===== src/rtl/beta_csr_pkg.sv =====
// Shared CSR/trap definitions: cause codes, privilege encodings, trap FSM states
// and the live CSR view the trap control unit consumes.
package beta_csr_pkg;

   localparam int XLEN    = 32;
   localparam int CAUSE_W = 5;
   localparam int EXC_W   = 6;

   localparam logic [1:0] PRIV_M = 2'b11;
   localparam logic [1:0] PRIV_U = 2'b00;

   localparam logic [CAUSE_W-1:0] CAUSE_IF_MISAL = 5'd0;
   localparam logic [CAUSE_W-1:0] CAUSE_ILLEGAL  = 5'd2;
   localparam logic [CAUSE_W-1:0] CAUSE_BREAK    = 5'd3;
   localparam logic [CAUSE_W-1:0] CAUSE_LD_MISAL = 5'd4;
   localparam logic [CAUSE_W-1:0] CAUSE_ST_MISAL = 5'd6;
   localparam logic [CAUSE_W-1:0] CAUSE_ECALL_U  = 5'd8;
   localparam logic [CAUSE_W-1:0] CAUSE_ECALL_M  = 5'd11;
   localparam logic [CAUSE_W-1:0] IRQ_MSI        = 5'd3;
   localparam logic [CAUSE_W-1:0] IRQ_MTI        = 5'd7;
   localparam logic [CAUSE_W-1:0] IRQ_MEI        = 5'd11;

   // Bit positions inside exc_req: {st_misal,ld_misal,ecall,ebreak,illegal,if_misal}
   localparam int EXC_IF_MISAL = 0;
   localparam int EXC_ILLEGAL  = 1;
   localparam int EXC_BREAK    = 2;
   localparam int EXC_ECALL    = 3;
   localparam int EXC_LD_MISAL = 4;
   localparam int EXC_ST_MISAL = 5;

   // Bit positions inside the packed interrupt pend/en vectors
   localparam int IRQ_IDX_SOFT = 0;
   localparam int IRQ_IDX_TIM  = 1;
   localparam int IRQ_IDX_EXT  = 2;

   typedef enum logic [1:0] {
      IDLE     = 2'd0,
      CAPTURE  = 2'd1,
      RESTORE  = 2'd2,
      REDIRECT = 2'd3
   } tcu_state_t;

   typedef struct packed {
      logic            mie;
      logic            mpie;
      logic            mpp;
      logic [XLEN-1:0] mtvec;
      logic [XLEN-1:0] mepc;
      logic [XLEN-1:0] mcause;
      logic [XLEN-1:0] mtval;
      logic            ext_int_pend;
      logic            ext_int_en;
      logic            tim_int_pend;
      logic            tim_int_en;
      logic            soft_int_pend;
      logic            soft_int_en;
   } csr_ctrl_t;

endpackage


===== src/rtl/beta_trap_prio_enc.sv =====
// Combinational trap priority encoder: picks the winning interrupt or exception
// for the instruction at commit and reports its cause code.
module beta_trap_prio_enc
   import beta_csr_pkg::*;
(
   input  logic [EXC_W-1:0]   exc_req,
   input  logic               mie,
   input  logic [2:0]         irq_pend,
   input  logic [2:0]         irq_en,
   input  logic [1:0]         priv,
   output logic               take,
   output logic               is_irq,
   output logic [CAUSE_W-1:0] cause
);

   logic       irq_on;
   logic [2:0] irq_take;

   always_comb begin
      irq_on   = (priv == PRIV_U) | mie;
      irq_take = irq_pend & irq_en & {3{irq_on}};
      take     = 1'b1;
      is_irq   = 1'b1;
      cause    = '0;
      if (irq_take[IRQ_IDX_EXT]) begin
         cause = IRQ_MEI;
      end else if (irq_take[IRQ_IDX_SOFT]) begin
         cause = IRQ_MSI;
      end else if (irq_take[IRQ_IDX_TIM]) begin
         cause = IRQ_MTI;
      end else begin
         is_irq = 1'b0;
         if (exc_req[EXC_IF_MISAL]) begin
            cause = CAUSE_IF_MISAL;
         end else if (exc_req[EXC_ILLEGAL]) begin
            cause = CAUSE_ILLEGAL;
         end else if (exc_req[EXC_BREAK]) begin
            cause = CAUSE_BREAK;
         end else if (exc_req[EXC_ECALL]) begin
            cause = (priv == PRIV_M) ? CAUSE_ECALL_M : CAUSE_ECALL_U;
         end else if (exc_req[EXC_LD_MISAL]) begin
            cause = CAUSE_LD_MISAL;
         end else if (exc_req[EXC_ST_MISAL]) begin
            cause = CAUSE_ST_MISAL;
         end else begin
            take = 1'b0;
         end
      end
   end

endmodule


===== src/rtl/beta_trap_ctrl_unit.sv =====
// Trap control unit: arbitrates exceptions/interrupts at commit, drives the CSR
// trap-capture write, handles MRET, tracks privilege and redirects fetch.
module beta_trap_ctrl_unit
   import beta_csr_pkg::*;
#(
   parameter int DataWidth = XLEN
) (
   input  logic                 clk_i,
   input  logic                 rstn_i,
   input  logic                 instr_valid_i,
   input  logic [DataWidth-1:0] instr_pc_i,
   input  logic [EXC_W-1:0]     exc_req_i,
   input  logic [DataWidth-1:0] exc_tval_i,
   input  logic                 mret_i,
   input  csr_ctrl_t            csr_control_i,
   output logic                 tcu_csr_we_o,
   output logic [DataWidth-1:0] csr_mcause_o,
   output logic [DataWidth-1:0] csr_mepc_o,
   output logic [DataWidth-1:0] csr_mtval_o,
   output logic [2:0]           csr_trap_state_o,
   output logic [1:0]           priv_lvl_o,
   output logic                 flush_o,
   output logic                 stall_o,
   output logic                 redirect_o,
   output logic [DataWidth-1:0] redirect_pc_o,
   output tcu_state_t           dbg_state_o
);

   tcu_state_t state_q, state_d;

   logic [1:0]           priv_q;
   logic                 restore_mpp_q;
   logic [DataWidth-1:0] mcause_q, mepc_q, mtval_q, target_q;
   logic [2:0]           trap_state_q;

   logic [EXC_W-1:0]     exc_eff;
   logic                 take, is_irq, use_tval, do_restore, sample;
   logic [CAUSE_W-1:0]   cause;
   logic [DataWidth-1:0] cause_full, tvec_base, tvec_off, trap_target;

   // MRET from U-mode is reported as an illegal instruction, never as a restore
   always_comb begin
      exc_eff              = exc_req_i;
      exc_eff[EXC_ILLEGAL] = exc_req_i[EXC_ILLEGAL] | (mret_i & (priv_q == PRIV_U));
   end

   beta_trap_prio_enc u_prio_enc (
      .exc_req  (exc_eff),
      .mie      (csr_control_i.mie),
      .irq_pend ({csr_control_i.ext_int_pend, csr_control_i.tim_int_pend,
                  csr_control_i.soft_int_pend}),
      .irq_en   ({csr_control_i.ext_int_en, csr_control_i.tim_int_en,
                  csr_control_i.soft_int_en}),
      .priv     (priv_q),
      .take     (take),
      .is_irq   (is_irq),
      .cause    (cause)
   );

   assign sample     = (state_q == IDLE) & instr_valid_i;
   assign do_restore = mret_i & (priv_q == PRIV_M) & ~take;
   assign use_tval   = ~is_irq & (cause != CAUSE_ECALL_U) & (cause != CAUSE_ECALL_M);

   assign cause_full  = {is_irq, {(DataWidth-1-CAUSE_W){1'b0}}, cause};
   assign tvec_base   = {csr_control_i.mtvec[DataWidth-1:2], 2'b00};
   assign tvec_off    = {{(DataWidth-CAUSE_W-2){1'b0}}, cause, 2'b00};
   assign trap_target = (is_irq && (csr_control_i.mtvec[1:0] == 2'b01))
                        ? tvec_base + tvec_off : tvec_base;

   always_comb begin
      state_d = state_q;
      case (state_q)
         IDLE: begin
            if (sample && take) begin
               state_d = CAPTURE;
            end else if (sample && do_restore) begin
               state_d = RESTORE;
            end
         end
         CAPTURE:  state_d = REDIRECT;
         RESTORE:  state_d = REDIRECT;
         REDIRECT: state_d = IDLE;
         default:  state_d = IDLE;
      endcase
   end

   always_ff @(posedge clk_i or negedge rstn_i) begin
      if (!rstn_i) begin
         state_q <= IDLE;
      end else begin
         state_q <= state_d;
      end
   end

   // Everything the write and redirect need is frozen on IDLE exit
   always_ff @(posedge clk_i or negedge rstn_i) begin
      if (!rstn_i) begin
         mcause_q      <= '0;
         mepc_q        <= '0;
         mtval_q       <= '0;
         trap_state_q  <= '0;
         target_q      <= '0;
         restore_mpp_q <= 1'b0;
      end else if (sample && take) begin
         mcause_q     <= cause_full;
         mepc_q       <= instr_pc_i;
         mtval_q      <= use_tval ? exc_tval_i : '0;
         trap_state_q <= {1'b0, csr_control_i.mie, priv_q == PRIV_M};
         target_q     <= trap_target;
      end else if (sample && do_restore) begin
         mcause_q      <= csr_control_i.mcause;
         mepc_q        <= csr_control_i.mepc;
         mtval_q       <= csr_control_i.mtval;
         trap_state_q  <= {csr_control_i.mpie, 1'b1, 1'b0};
         target_q      <= csr_control_i.mepc;
         restore_mpp_q <= csr_control_i.mpp;
      end
   end

   always_ff @(posedge clk_i or negedge rstn_i) begin
      if (!rstn_i) begin
         priv_q <= PRIV_M;
      end else if (state_q == CAPTURE) begin
         priv_q <= PRIV_M;
      end else if (state_q == RESTORE) begin
         priv_q <= restore_mpp_q ? PRIV_M : PRIV_U;
      end
   end

   assign tcu_csr_we_o     = (state_q == CAPTURE) | (state_q == RESTORE);
   assign flush_o          = tcu_csr_we_o;
   assign stall_o          = (state_q != IDLE);
   assign redirect_o       = (state_q == REDIRECT);
   assign redirect_pc_o    = target_q;
   assign csr_mcause_o     = mcause_q;
   assign csr_mepc_o       = mepc_q;
   assign csr_mtval_o      = mtval_q;
   assign csr_trap_state_o = trap_state_q;
   assign priv_lvl_o       = priv_q;
   assign dbg_state_o      = state_q;

endmodule

===== config.mk =====
export PLATFORM = sky130hd
export DESIGN_NAME = beta_trap_ctrl_unit
export DESIGN_NICKNAME = d
export VERILOG_FILES = /design/src/rtl/beta_csr_pkg.sv /design/src/rtl/beta_trap_prio_enc.sv /design/src/rtl/beta_trap_ctrl_unit.sv
export SDC_FILE = /design/constraint.sdc
export NUM_CORES = 1
export LEC_CHECK = 0
export CORE_AREA = 2 2 135 137
export DETAILED_ROUTE_END_ITERATION = 10
export DIE_AREA = 0 0 137 139
export PLACE_DENSITY = 0.75
export SYNTH_ARGS = -nofsm -noshare
export SYNTH_HDL_FRONTEND = slang
export SYNTH_SLANG_ARGS = --single-unit

===== constraint.sdc =====
create_clock -name clk_i -period 4.8 [get_ports clk_i]
set_input_delay 0.96 -clock clk_i [delete_from_list [all_inputs] [get_ports clk_i]]
set_output_delay 0.96 -clock clk_i [all_outputs]
set_load 0.01 [all_outputs]

==> flow_metrics.py <==
metrics = {
    "worst_setup_path": {
        "r2r-start": "priv_lvl_o[0]$_DFFE_PN1P_",
        "path_depth": 14,
        "endpoint_kind": "register",
        "critPathMaxStageDelay_ns": 0.52,
        "startpoint_type": "input port",
        "required_ns": 5.16,
        "path_class": "input port to register",
        "reg2reg_depth": 12,
        "critical-path-slowest-cell": "or3_1",
        "worstReg2RegEnd": "redirect_pc_o[20]$_DFFE_PN0P_",
        "cp_max_fo": 9,
        "worstPathCellList": "clkdlybuf4s50_1 -> and2b_4 -> a21oi_2 -> buf_4 -> a21o_1 -> ha_1 -> inv_1 -> fa_1 -> nand2b_1 -> a21oi_1 -> nand3_1 -> or3_1 -> xor2_1 -> a21oi_1",
        "cp_num_buf_inv": 3,
        "crit_top_cell": "a21oi_1",
        "path_delay_family": "simple AND/OR/NAND/NOR gates",
        "rrSetupSlack_ns": 1.34,
        "cp.arrival_ns": 4.35,
    },
    "drt": {
        "wirelength_um": 23700,
        "route.detailed.drc": 0,
        "postRouteAntennaNets": 0,
        "wl_per_cell_um": 18.1,
        "first_iter_violations": 311,
        "firstDrtPassIters": 4,
        "vias_per_cell": 5.08,
        "vias": 6662,
    },
    "cells_and_area": {
        "multi_input_area_um2": 2940,
        "nets": 1287,
        "syn2layout_area_growth_pct": 64.8,
        "drive_gt1_share_pct": 5.64,
        "seqCellArea_um2": 3380,
        "instances_no_fill": 1311,
        "num-fill-cells": 1542,
    },
    "worst_hold_path": {
        "hold_path_class": "register to register",
        "worst_hold_path.endpoint": "csr_mepc_o[1]$_DFFE_PN0P_",
        "whs_path_depth": 2,
        "worstHoldStart": "csr_mepc_o[1]$_DFFE_PN0P_",
    },
    "global_routing": {
        "gr-total-overflow": 0,
        "grt_use_met2_pct": 41.3,
        "grt_pass1_wl_um": 36500,
        "grt_max_degree": 86,
        "met3_usage_pct": 8.44,
        "use_met1_pct": 29.3,
        "track_usage_pct": 24.8,
        "antenna_found_initial": 1,
        "busiest_layer": "met2",
        "grt_pass1_vias": 6874,
    },
    "synthesis": {
        "async_reset_ff_share_pct": 100,
        "synth_fp_nets": 954,
        "synth_xor_area_share_pct": 3.46,
        "synth_edf_count": 0,
        "yosys.area_share.simple_pct": 23.2,
        "muxShareOfSynthArea_pct": 0.456,
        "yosysWarnings": 0,
        "synth_compound_area_share_pct": 15.6,
        "synth-seq-area-share_pct": 51.3,
        "synthAdderAreaFrac_pct": 1.63,
        "netlist_area_um2": 6590,
        "ys_types": 49,
        "synth-seq-cells": 135,
        "synth_ff_type": "dfrtp_1",
        "synth_top_family_by_area": "simple AND/OR/NAND/NOR gates",
        "syn_area_per_cell_um2": 8.96,
        "syn-instance-count": 735,
    },
    "floorplan": {
        "std_cell_rows": 49,
        "start_util_pct": 37.3,
        "die_x_um": 137,
        "design.core.area_um2": 17700,
        "ios": 350,
        "die-area_um2": 19000,
        "die_h_um": 139,
    },
    "cts": {
        "cts_max_path_buffers": 2,
        "cts_tree": "yes",
        "clock_sinks": 135,
        "root_buffer": "clkbuf_16",
        "clkLatencyLatePin_ns": 0.43,
        "post_cts_resize_count": 0,
        "post_cts_buffers": 0,
        "hold_buffers": 0,
        "path_clk_slew_ns": 0.07,
        "cts_buffers": 17,
        "cts_max_level": 4,
    },
    "sta": {
        "fin_crit_ns": 3.99,
        "slew_viol_final": 0,
        "fin_skew_ns": 0.00922,
        "fin_setup_tns_ns": 0,
        "hold_viol_final": 0,
        "setup_viol": 0,
        "timing.slew.headroom_pct": 13.6,
        "clock.fmax_ghz": 0.250,
        "rsz0062_at_grt": "false",
        "fin_crit_sh_pct": 83.2,
        "worst_pin_slew_ns": 1.30,
    },
    "power_and_ir_drop": {
        "pwr-share-clk_pct": 24.0,
        "p_sw_share_pct": 34.3,
        "seqPwrFrac_pct": 32.8,
        "p_switching_mw": 1.94,
        "irDropWorstVdd_mv": 0.266,
        "combPwrFrac_pct": 43.2,
        "power.density_nw_per_um2": 520,
        "p_leak_nw": 4.65,
        "internal-power_mw": 3.71,
    },
    "placement": {
        "placed_cells": 1278,
        "port_buffers": 349,
        "place_congestion": 0.839,
        "dp_hpwl_um": 17300,
    },
    "run": {
        "drv_cap": 0,
    },
    "outcome": {
        "outcome": "finished clean",
    },
}
-- worst min-delay path, stage by stage, from the launching register on --
cell and delay [ns]:
dfrtp_1 0.34, nand2_1 0.05, nand2_1 0.05
-- cell usage after synthesis (3+ instances only) --
cell type	count	area share (%)
a21oi_1	65	4.9
a22o_1	32	4.3
a31oi_1	38	3.6
and3_1	26	2.5
buf_2	14	1.1
buf_4	3	0.34
buf_6	4	0.68
clkbuf_1	26	1.5
dfrtp_1	134	51
ha_1	7	1.3
inv_1	12	0.68
mux2i_1	3	0.46
nand2_1	121	6.9
nand3_1	15	1.1
nand4_1	4	0.38
nor2_1	119	6.8
nor3_1	42	3.2
o21ai_0	4	0.30
or3_1	4	0.38
xnor2_1	20	2.7
xor2_1	6	0.80
-- power groups by stage --
stage / Sequential, mW / Combinational [mW] / Clock [mW]
2_1_floorplan: 2.05 / 0.851 / 0
3_3_place_gp: 1.85 / 2.41 / 0
3_5_place_dp: 1.86 / 2.45 / 0
4_1_cts: 1.85 / 2.46 / 1.38
5_1_grt: 1.90 / 2.65 / 1.43
6_report: 1.85 / 2.44 / 1.36
-- per-layer routing --
layer  part of all wire (%)  vias up
met5                      0        -
met4                    3.1        0
met3                    9.3       42
met2                     48      284
met1                     39     3133
li1                       -     3203
-- worst max-delay path by stage --
stage                                   from                            end  slack (ns)
final                     csr_control_i[136]  redirect_pc_o[20]$_DFFE_PN0P_        0.81
after global routing      csr_control_i[136]  redirect_pc_o[20]$_DFFE_PN0P_        0.54
after CTS                 csr_control_i[136]  redirect_pc_o[20]$_DFFE_PN0P_        0.81
after detailed placement  csr_control_i[136]  redirect_pc_o[20]$_DFFE_PN0P_        0.38
after global placement    csr_control_i[136]  redirect_pc_o[20]$_DFFE_PN0P_        0.44
after floorplan           csr_control_i[136]  redirect_pc_o[20]$_DFFE_PN0P_        1.42
-- cell usage in the layout (no fill, tap or decap), types with 3 or more instances in the layout --
cell type	count
clkdlybuf4s50_1	348
dfrtp_1	134
nand2_1	121
nor2_1	118
a21oi_1	65
nor3_1	41
a31oi_1	38
a22o_1	32
and3_1	26
xnor2_1	20
clkbuf_16	17
nand3_1	15
buf_4	13
inv_1	12
ha_1	7
xor2_1	6
o21ai_0	4
nand4_1	4
clkinv_4	4
inv_8	4
inv_6	4
nor3_2	3
or3_1	3
mux2i_1	3
-- state kept, by name, summed over array words and instances, names as in the netlist --
| register | flops |
|---|---|
| restore_mpp_q | 1 |
| csr_trap_state_o | 3 |
| csr_mepc_o | 32 |
| redirect_pc_o | 32 |
| priv_lvl_o | 1 |
| csr_mtval_o | 32 |
| dbg_state_o | 2 |
| csr_mcause_o | 32 |
-- area by class of cell --
class	instances	share of cell area, %
well taps	229	2.64
repair buffers	362	33.1
flip-flops and latches	135	31.1
multi-input cells	540	27.1
clock inverters	15	1.68
diodes	1	0.0231
inverters	12	0.415
clock buffers	17	3.92
-- cells by family after synthesis --
family	after synthesis
AND/OR/NAND/NOR	346
AO/OA/AOI/OAI	157
flip-flops	135
buffers and inverters	60
XOR/XNOR	26
adder cells (fa/ha/maj)	8
multiplexers	3
-- metrics by stage --
step / power [mW] / area [um2] / setup slack, ns / hold slack (ns) / utilization [%]
2_1_floorplan: 2.90 / 6590 / 1.42 / 0.440 / -
5_1_grt: 5.98 / 10900 / 0.540 / 0.513 / 61.5
6_report: 5.65 / 10900 / 0.805 / 0.474 / 61.5
3_3_place_gp: 4.26 / 10200 / 0.441 / 0.453 / 58.0
3_5_place_dp: 4.31 / 10200 / 0.382 / 0.463 / 58.0
4_1_cts: 5.69 / 10900 / 0.809 / 0.477 / 61.5
Power figures use the tool's default switching activity.
